File: src/rtl/event_sequencer.sv
// Timed-event scheduler: fires one-cycle strobes at programmed offsets
// after start, flipping a shared toggle register on each event.
module event_sequencer #(
    parameter int NUM_SLOTS = 4,
    parameter int CNT_W     = 16,
    parameter int IDX_W     = 2
) (
    input  logic             clk,
    input  logic             rst_n,
    input  logic             cfg_we,
    input  logic [IDX_W-1:0] cfg_addr,
    input  logic [CNT_W-1:0] cfg_data,
    output logic             cfg_ready,
    input  logic             start,
    input  logic             abort,
    output logic             busy,
    output logic             ev_pulse,
    output logic [IDX_W-1:0] ev_idx,
    output logic             tog_q,
    output logic             done,
    output logic             err
);

    typedef enum logic {IDLE, RUN} state_t;

    state_t           state;
    logic [CNT_W-1:0] slot [NUM_SLOTS];
    logic [CNT_W-1:0] cnt;
    logic [IDX_W-1:0] idx;
    logic [IDX_W-1:0] nidx;
    logic             hit;
    logic             last;
    logic             bad;

    assign cfg_ready = (state == IDLE) & ~start;

    // nidx wraps on the final slot, but last masks that case
    assign nidx = idx + 1'b1;
    assign hit  = (cnt == slot[idx]);
    assign last = (idx == IDX_W'(NUM_SLOTS - 1)) || (slot[nidx] == '0);
    assign bad  = (slot[nidx] <= slot[idx]);

    always_ff @(posedge clk or negedge rst_n) begin
        if (!rst_n) begin
            state    <= IDLE;
            for (int i = 0; i < NUM_SLOTS; i++) slot[i] <= '0;
            cnt      <= '0;
            idx      <= '0;
            busy     <= 1'b0;
            ev_pulse <= 1'b0;
            ev_idx   <= '0;
            tog_q    <= 1'b0;
            done     <= 1'b0;
            err      <= 1'b0;
        end else begin
            ev_pulse <= 1'b0;
            done     <= 1'b0;
            if (cfg_we && cfg_ready) slot[cfg_addr] <= cfg_data;
            unique case (state)
                IDLE: begin
                    if (start) begin
                        if (slot[0] == '0) begin
                            done <= 1'b1;
                        end else begin
                            cnt   <= CNT_W'(1);
                            idx   <= '0;
                            err   <= 1'b0;
                            busy  <= 1'b1;
                            state <= RUN;
                        end
                    end
                end
                RUN: begin
                    if (abort) begin
                        state <= IDLE;
                        busy  <= 1'b0;
                    end else begin
                        cnt <= cnt + 1'b1;
                        if (hit) begin
                            ev_pulse <= 1'b1;
                            ev_idx   <= idx;
                            tog_q    <= ~tog_q;
                            if (last || bad) begin
                                err   <= err | (~last & bad);
                                state <= IDLE;
                                busy  <= 1'b0;
                                done  <= 1'b1;
                            end else begin
                                idx <= nidx;
                            end
                        end
                    end
                end
                default: state <= IDLE;
            endcase
        end
    end

endmodule
File: config.mk
export PLATFORM = sky130hd
export DESIGN_NAME = event_sequencer
export DESIGN_NICKNAME = d
export VERILOG_FILES = /design/src/rtl/event_sequencer.sv
export SDC_FILE = /design/constraint.sdc
export NUM_CORES = 1
export LEC_CHECK = 0
export ABC_CLOCK_PERIOD_IN_PS = 9300
export BUFFER_PORTS_ARGS = -buffer_cell sky130_fd_sc_hd__buf_2
export CORE_AREA = 2 2 111 124
export CTS_BUF_LIST = sky130_fd_sc_hd__clkbuf_16
export DETAILED_ROUTE_END_ITERATION = 8
export DIE_AREA = 0 0 113 126
export PLACE_DENSITY_LB_ADDON = 0.12
export SLEW_MARGIN = 20
export SYNTH_ARGS = -nofsm -noshare
export SYNTH_HDL_FRONTEND = slang
export SYNTH_SLANG_ARGS = --single-unit
File: constraint.sdc
create_clock -name clk -period 9.3 [get_ports clk]
set_input_delay 2.79 -clock clk [delete_from_list [all_inputs] [get_ports clk]]
set_output_delay 2.79 -clock clk [all_outputs]
set_load 0.02 [all_outputs]
# Word level (Yosys, flattened, before mapping)
# Cells that the tools add are included.
dict set report classes {
  add_sub_neg 2
  order_cmp 5
  n_eq_ne 10
  n_mux 46
  bitwise_logic 11
  reduce_logical 11
}
# operator n
set op_table {}
lappend op_table {{two-way mux 16 bit} 8}
lappend op_table {{binary-select mux 16 bit (select 2 bit)} 2}
lappend op_table {{bitwise mux 64 bit} 1}
lappend op_table {{demux 16 bit (select 2 bit)} 1}
lappend op_table {{zero test 16 bit} 2}
lappend op_table {{case mux 16 bit (2 select lines)} 1}
lappend op_table {{two-way mux 1 bit} 23}
lappend op_table {{adder 16 x 1 -> 16 bit, second input constant} 1}
lappend op_table {{equality test 16 bit} 1}
lappend op_table {{less-or-equal comparator 16 bit} 1}
lappend op_table {{two-way mux 2 bit} 5}
lappend op_table {{AND reduction 5 bit} 2}
lappend op_table {{greater-or-equal comparator 3 bit, second input constant} 3}
lappend op_table {{NOT 2 -> 3 bit} 3}
lappend op_table {{!= test 2 bit, second input constant} 4}
lappend op_table {{case mux 1 bit (2 select lines)} 4}
lappend op_table {{!= test 3 x 2 -> 1 bit, second input constant} 2}
lappend op_table {{AND reduction 3 bit} 2}
lappend op_table {{NOT 1 bit} 5}
lappend op_table {{!= test 2 x 1 -> 1 bit, second input constant} 2}
lappend op_table {{case mux 2 bit (2 select lines)} 1}
lappend op_table {{AND reduction 4 bit} 1}
lappend op_table {{< comparator 3 x 1 -> 1 bit, second input constant} 1}
lappend op_table {{adder 2 x 1 -> 2 bit, second input constant} 1}
lappend op_table {{other kinds (5)} 8}
dict set report totals {
  regBits 90
  in_bits 23
  output_inout_bits 8
  word_cells 98
}

# Logic depth before layout (Yosys ltp)
# Gate-level depths: netlist of run 1.
dict set report depth {
  ltp_word 14
  mapped_depth 12
  mapped_depth_nobuf 10
}

# Worst setup path before layout of run 1
# OpenSTA, ideal clock, no wires.
dict set report synth_path {
  path_type {in2out}
  startpoint {input start}
  endpoint {output cfg_ready}
  arrival_time_ns 3.129
  t_required_ns 6.510
  path_slack_ns 3.381
  cell_stages 1
  cell_sequence {nor2_1}
}
dict set report synth_between {
  elab_chain_len 2
}
# element line
set synth_lines {}
lappend synth_lines {{start: declaration} 14} ;# input logic start,
lappend synth_lines {{NOT 1 bit} 35} ;# assign cfg_ready = (state == IDLE) & ~start;
lappend synth_lines {{AND 1 bit} 35}
lappend synth_lines {{end: declaration} 13} ;# output logic cfg_ready,
# Every way passes these cells.

# Final worst setup path of run 1
# Same ends and word-level chain as after synthesis.

==> impl_metrics.env, run 1 <==
export IMPL_min_from="tog_q"
export IMPL_worstPathMaxFanout=4
export IMPL_synth_xor_area_share_pct=5.134
export IMPL_post_route_util_pct=43.86
export IMPL_cts_resized=0
export IMPL_gp_congestion=0.8041
export IMPL_slew_violations=0
export IMPL_vdd_drop_max_v=0.00008121
export IMPL_fillers=1211
export IMPL_numPortBuffers=30
export IMPL_cts_hold_buf=0
export IMPL_syn2layout_area_growth_pct=11.34
export IMPL_ant_nets=0
export IMPL_root_buffer="clkbuf_16"
export IMPL_ys_flop_type="dfrtp_1"
export IMPL_syn_area_per_cell_um2=12.89
export IMPL_clock_sinks=90
export IMPL_gr_total_overflow=0
export IMPL_reg2reg_from="idx[0]"
export IMPL_preCtsSetupSlack_ns=3.125
export IMPL_critical_path_class="in -> out"
export IMPL_grt_pass1_vias=3385
export IMPL_violations="DRC"
export IMPL_synth_seq_cells=90
export IMPL_cts_buffer_depth=2
export IMPL_grt_util_all_layers_pct=17.43
export IMPL_hold_path_class="reg -> reg"
export IMPL_place_hpwl_um=8164
export IMPL_die_area_mm2=0.01424
export IMPL_synth_top_family_by_area="multiplexers"
export IMPL_core_area_mm2=0.01299
export IMPL_hold_depth=1
export IMPL_leakagePower_nw=2.414
export IMPL_cp_required_ns=6.51
export IMPL_fp_dieH_um=126
export IMPL_htreeDepth=3
export IMPL_outcome="finished with violations"
export IMPL_r2r_slack_ns=5.23
export IMPL_finalSetupViolCount=0
export IMPL_die_x_um=113
export IMPL_register_area_mm2=0.002253
export IMPL_synthAdderAreaFrac_pct=4.401
export IMPL_critPathArrivalTime_ns=3.41
export IMPL_vias=3319
export IMPL_whs_ns=0.4694
export IMPL_antenna_found_initial=0
export IMPL_synth_area_mm2=0.005117
export IMPL_num_rows=44
export IMPL_crit_path_end_kind="output pin"
export IMPL_setup_tns_ns=0
export IMPL_fmax_mhz=161.4
export IMPL_reg2reg_to="idx[0]"
export IMPL_start_util_pct=39.39
export IMPL_finalNetCount=468
export IMPL_route_detailed_drc=2
export IMPL_cp_start_kind="input port"
export IMPL_rsz0062_at_grt="false"
export IMPL_via_per_inst=5.597
export IMPL_seq_area_frac_synth_pct=44.01
export IMPL_synthMuxAreaShare_pct=29.68
export IMPL_grt_pass1_wl_um=19140
export IMPL_reg2regPathDepth=10
export IMPL_synth_edf_count=0
export IMPL_clk_latency_ns=0.34
export IMPL_period_minus_slack_ns=6.196
export IMPL_cts_made_buffers=9
export IMPL_async_reset_ff_share_pct=100.0
export IMPL_routed_wl_um=11610
export IMPL_clk_pin_slew_ns=0.06
export IMPL_syn_nets=438
export IMPL_synth_distinct_cells=45
export IMPL_finalWorstSetupSlack_ns=3.104
export IMPL_synth_simple_area_share_pct=9.462
export IMPL_timing_max_cap_violations=0
export IMPL_cts_tree="built"
export IMPL_antenna_cells=0
export IMPL_drt_iter0_drc=163
export IMPL_power_density_mw_per_mm2=263.6
export IMPL_hold_viol=0
export IMPL_worst_pin_slew_ns=0.9639
export IMPL_grt_max_degree=59
export IMPL_ys_warn_count=0
export IMPL_synth_compound_area_share_pct=3.472
export IMPL_multiInputGateArea_mm2=0.002681
export IMPL_min_to="tog_q"
export IMPL_skew_ns=0.006972
export IMPL_io_pins=31
export IMPL_routedWlPerCell_um=19.58
export IMPL_drive_above_1_share_pct=33.56
export IMPL_postSynthCellCount=397
export IMPL_cts_setup_buffers=0
export IMPL_worst_slew_margin_rel_pct=35.74
export IMPL_drtPass1Iterations=6
export IMPL_fin_crit_sh_pct=66.62
-- synthesized netlist by cell type (3+ instances only) --
cell type,number,area (µm²)
nand3_1,6,30.03
mux2_2,64,720.7
inv_1,25,93.84
mux4_1,10,262.8
nor2_1,21,78.83
ha_1,18,225.2
a21oi_1,11,55.05
xnor2_1,27,236.5
a31oi_1,3,18.77
o21ai_0,3,15.01
mux4_2,22,495.5
clkbuf_1,9,33.78
dfrtp_1,90,2252
nand4_1,13,81.33
nor3_1,3,15.01
nor4_1,15,93.84
buf_2,3,15.01
xor2_1,3,26.28
nand2_1,19,71.32
-- critical path: stages --
cell	delay (ns)
buf_2	0.12
nor2_1	0.26
buf_2	0.23
-- stage by stage --
| step | instances | cell area, µm² | total power [mW] |
|---|---|---|---|
| after floorplan | 397 | 5117 | 1.025 |
| after global placement | 577 | 5425 | 1.155 |
| after detailed placement | 577 | 5425 | 1.177 |
| after CTS | 593 | 5695 | 1.521 |
| after global routing | 593 | 5698 | 1.613 |
| final | 593 | 5698 | 1.502 |
-- per-layer routing --
metal | GRT usage [%] | routed length, µm | up-vias
li1 | - | - | 1542
met1 | 24.58 | 5590 | 1714
met2 | 27.44 | 5544 | 50
met3 | 2.406 | 285 | 13
met4 | 6.671 | 191 | 0
met5 | 0 | 0 | -
-- cells by family after synthesis --
family,Yosys count
multiplexers,99
AND/OR/NAND/NOR,90
flip-flops,90
buffers and inverters,42
XOR/XNOR,30
AO/OA/AOI/OAI,28
adder cells (fa/ha/maj),18
-- state kept, by name, summed over array words and instances (netlist names) --
signal	count
state	1
err	1
ev_idx	2
tog_q	1
cnt	16
busy	1
slot	64
idx	2
done	1
ev_pulse	1
-- layout by cell type (no fill, tap or decap), drive strengths merged, types with 2 or more instances in the layout --
master / Yosys / final
mux4: 32 / 32
nand2: 20 / 20
clkinvlp: 0 / 3
a221o: 2 / 2
nor3: 3 / 3
a21oi: 11 / 11
mux2: 66 / 66
clkbuf: 9 / 9
nor4: 16 / 16
nand3: 6 / 6
clkinv: 0 / 2
nor2: 21 / 21
dfrtp: 90 / 90
and3: 2 / 2
inv: 25 / 27
ha: 18 / 18
a31oi: 3 / 3
xor2: 3 / 3
nand4: 13 / 13
o21ai: 4 / 4
xnor2: 27 / 27
and4: 2 / 2
and2: 2 / 2
buf: 8 / 36
-- power breakdown --
group          switching [mW]  total [mW]  internal (mW)
clock network           0.157       0.337          0.180
registers               0.107       0.602          0.495
logic                   0.259       0.564          0.304
total                   0.523        1.50          0.979
-- layout make-up --
class | instances | area share (%)
multi-input cells | 265 | 47.06
flip-flops and latches | 90 | 39.55
clock buffers | 9 | 3.953
well taps | 161 | 3.535
repair buffers | 36 | 3.469
inverters | 25 | 1.647
clock inverters | 7 | 0.7905
-- worst max-delay path by stage --
stage,endpoint,slack (ns),start,depth (start not counted)
finish,cfg_ready,3.10,start,3
global placement,cfg_ready,3.17,start,3
detailed placement,cfg_ready,3.13,start,3
global route,cfg_ready,3.12,start,3
floorplan,cfg_ready,3.38,start,1
CTS,cfg_ready,3.12,start,3
No activity file was read; power rests on OpenSTA's default activity.
==> run 2, diff against run 1 <==
ABC_AREA = 1   (was not set)
ABC_CLOCK_PERIOD_IN_PS = 5100   (was 9300)
CORE_AREA = 2 2 118 132   (was 2 2 111 124)
DIE_AREA = 0 0 120 134   (was 0 0 113 126)
clock period = 5.1 ns   (was 9.3 ns; I/O delays follow)
==> impl_metrics.env, run 2 <==
export IMPL_outcome="completed"
export IMPL_slew_violations=0
export IMPL_use_met2_pct=29.96
export IMPL_largest_reg_flops=64
export IMPL_skew_ns=0.006984
export IMPL_clock_sinks=90
export IMPL_synthTopCellsByArea="dfrtp_1 39%, nand2_1 23%, nand3_1 7.9%, o21ai_0 6.1%, inv_1 5.0%"
export IMPL_cp_start_kind="input port"
export IMPL_top_register="slot"
export IMPL_synth_commonest_cells="354 x nand2_1, 91 x nand3_1, 90 x dfrtp_1"
export IMPL_gp_congestion=0.8825
export IMPL_reg2reg_from="idx[1]"
export IMPL_swShare_pct=40.94
export IMPL_core_area_mm2=0.01476
export IMPL_hold_path_class="reg -> reg"
export IMPL_crit_slowest_cell="buf_2"
export IMPL_met1_usage_pct=30.58
export IMPL_synth_edf_count=0
export IMPL_whs_ns=0.4746
export IMPL_synth_top_area_cell="dfrtp_1"
export IMPL_routed_wl_um=15160
export IMPL_grt_util_all_layers_pct=20.29
export IMPL_fp_dieH_um=134
export IMPL_finalNetCount=907
export IMPL_postSynthCellCount=854
export IMPL_drive_above_1_share_pct=8.381
export IMPL_clk_pin_slew_ns=0.07
export IMPL_drtPass1Iterations=5
export IMPL_p_seq_share_pct=40.5
export IMPL_syn_area_per_cell_um2=6.773
export IMPL_top_regs="slot x64, cnt x16"
export IMPL_place_hpwl_um=11330
export IMPL_antenna_cells=0
export IMPL_io_pins=31
export IMPL_power_density_mw_per_mm2=444.2
export IMPL_syn2layout_area_growth_pct=8.847
export IMPL_use_met3_pct=2.211
export IMPL_gr_total_overflow=0
export IMPL_synth_distinct_cells=28
export IMPL_critical_path_class="in -> out"
export IMPL_routedWlPerCell_um=14.20
export IMPL_root_buffer="clkbuf_16"
export IMPL_vdd_drop_max_v=0.0001691
export IMPL_route_detailed_drc=0
export IMPL_cts_hold_buf=0
export IMPL_setup_tns_ns=0
export IMPL_crit_start="start"
export IMPL_placed_area_mm2=0.006032
export IMPL_numPortBuffers=30
export IMPL_worst_pin_slew_ns=1.070
export IMPL_num_rows=47
export IMPL_p_sw_mw=1.145
export IMPL_cts_resized=0
export IMPL_cts_tree="built"
export IMPL_cts_setup_buffers=0
export IMPL_final_common_cell="nand2_1"
export IMPL_antenna_found_initial=0
export IMPL_finalSetupViolCount=0
export IMPL_die_x_um=120
export IMPL_p_comb_share_pct=37.7
export IMPL_crit_path_end_kind="output pin"
export IMPL_synth_area_mm2=0.005784
export IMPL_worst_slew_margin_rel_pct=28.48
export IMPL_grt_pass1_wl_um=25800
export IMPL_syn_nets=895
export IMPL_ant_nets=0
export IMPL_fin_crit_sh_pct=67.95
export IMPL_period_minus_slack_ns=3.466
export IMPL_hold_viol=0
export IMPL_yosysTopAreaCellShare_pct=38.94
export IMPL_worstPathMaxFanout=3
export IMPL_seq_area_frac_synth_pct=38.94
export IMPL_timing_max_cap_violations=0
export IMPL_yosysMostFrequentCell="nand2_1"
export IMPL_htreeDepth=3
export IMPL_cts_made_buffers=9
export IMPL_cp_required_ns=3.57
export IMPL_synth_seq_cells=90
export IMPL_ys_warn_count=0
export IMPL_drt_iter0_drc=400
export IMPL_cp_slowest_stage_delay_ns=0.18
export IMPL_leakagePower_nw=3.260
export IMPL_grt_busiest_layer="met1"
export IMPL_critPathArrivalTime_ns=1.94
export IMPL_async_reset_ff_share_pct=100.0
export IMPL_crit_path_cell_trace="buf_2 -> nor2_1 -> buf_2"
export IMPL_cts_buffer_depth=2
export IMPL_clk_latency_ns=0.35
export IMPL_fmax_mhz=288.5
export IMPL_grt_max_degree=67
export IMPL_min_from="tog_q"
export IMPL_final_area_mm2=0.006296
export IMPL_start_util_pct=39.19
export IMPL_grt_pass1_vias=5069
export IMPL_internal_power_mw=1.652
export IMPL_path_common_cell="buf_2"
export IMPL_via_per_inst=5.082
export IMPL_layout_common_cells="354 x nand2_1, 91 x nand3_1, 89 x dfrtp_1, 79 x inv_1, 70 x o21ai_0"
export IMPL_vias=5422
export IMPL_die_area_mm2=0.01608
export IMPL_rsz0062_at_grt="false"
export IMPL_ys_flop_type="dfrtp_1"
export IMPL_p_clk_share_pct=21.8
-- run 2: area by class of cell --
class                           count  area (µm²)
Inverter                           80       302.8
Tap cell                          196       245.2
Sequential cell                    90        2253
Multi-Input combinational cell    649        3033
Clock inverter                      7       38.79
Timing Repair Buffer               36       197.7
Fill cell                        1571        8464
Clock buffer                        9       225.2
-- run 2: critical path, delay by kind of cell --
kind / cells / cell delay (ns)
buffers and inverters: 2 / 0.29
AND/OR/NAND/NOR: 1 / 0.11
-- run 2: metal layers --
metal  wire length [µm]  vias to the layer above
li1                   -                     2746
met1               7535                     2515
met2               6635                      145
met3                726                       16
met4                257                        0
met5                  0                        -
-- run 2: power groups by stage --
stage                     Clock (mW)  Combinational (mW)  Sequential (mW)
after global routing           0.654                1.25             1.17
after global placement             0                1.03             1.13
after detailed placement           0                1.06             1.14
final                          0.609                1.06             1.13
after CTS                      0.624                1.06             1.13
after floorplan                    0               0.805             1.09
-- run 2: cell families (layout without fill, tap and decap cells) --
kind of cell	count (synthesis)	in the layout	synth area share, %
compound gates	95	95	8.609
fa+ha+maj	18	18	3.894
xor+xnor	8	8	1.211
flops	90	90	38.94
buf+inv	115	132	8.631
simple gates	528	528	38.72
-- run 2: metrics by stage --
step                instances  util, %  setup slack [ns]  power, mW
CTS                      1067    42.65             1.634      2.815
finish                   1067    42.65             1.634      2.797
floorplan                 854        -             1.731      1.900
global route             1067    42.65             1.539      3.069
detailed placement       1051    40.87             1.636      2.196
global placement         1051    40.87             1.632      2.167
-- run 2: path summary, 6_finish.rpt --
check / slack (ns) / cells after the start / end
max: 1.63 / 3 / cfg_ready
min: 0.47 / 1 / tog_q
max reg2reg: 1.83 / 17 / busy
min reg2reg: 0.47 / 1 / tog_q
max in group asynchronous: 2.97 / 2 / slot[42]
min in group asynchronous: 1.27 / 1 / done
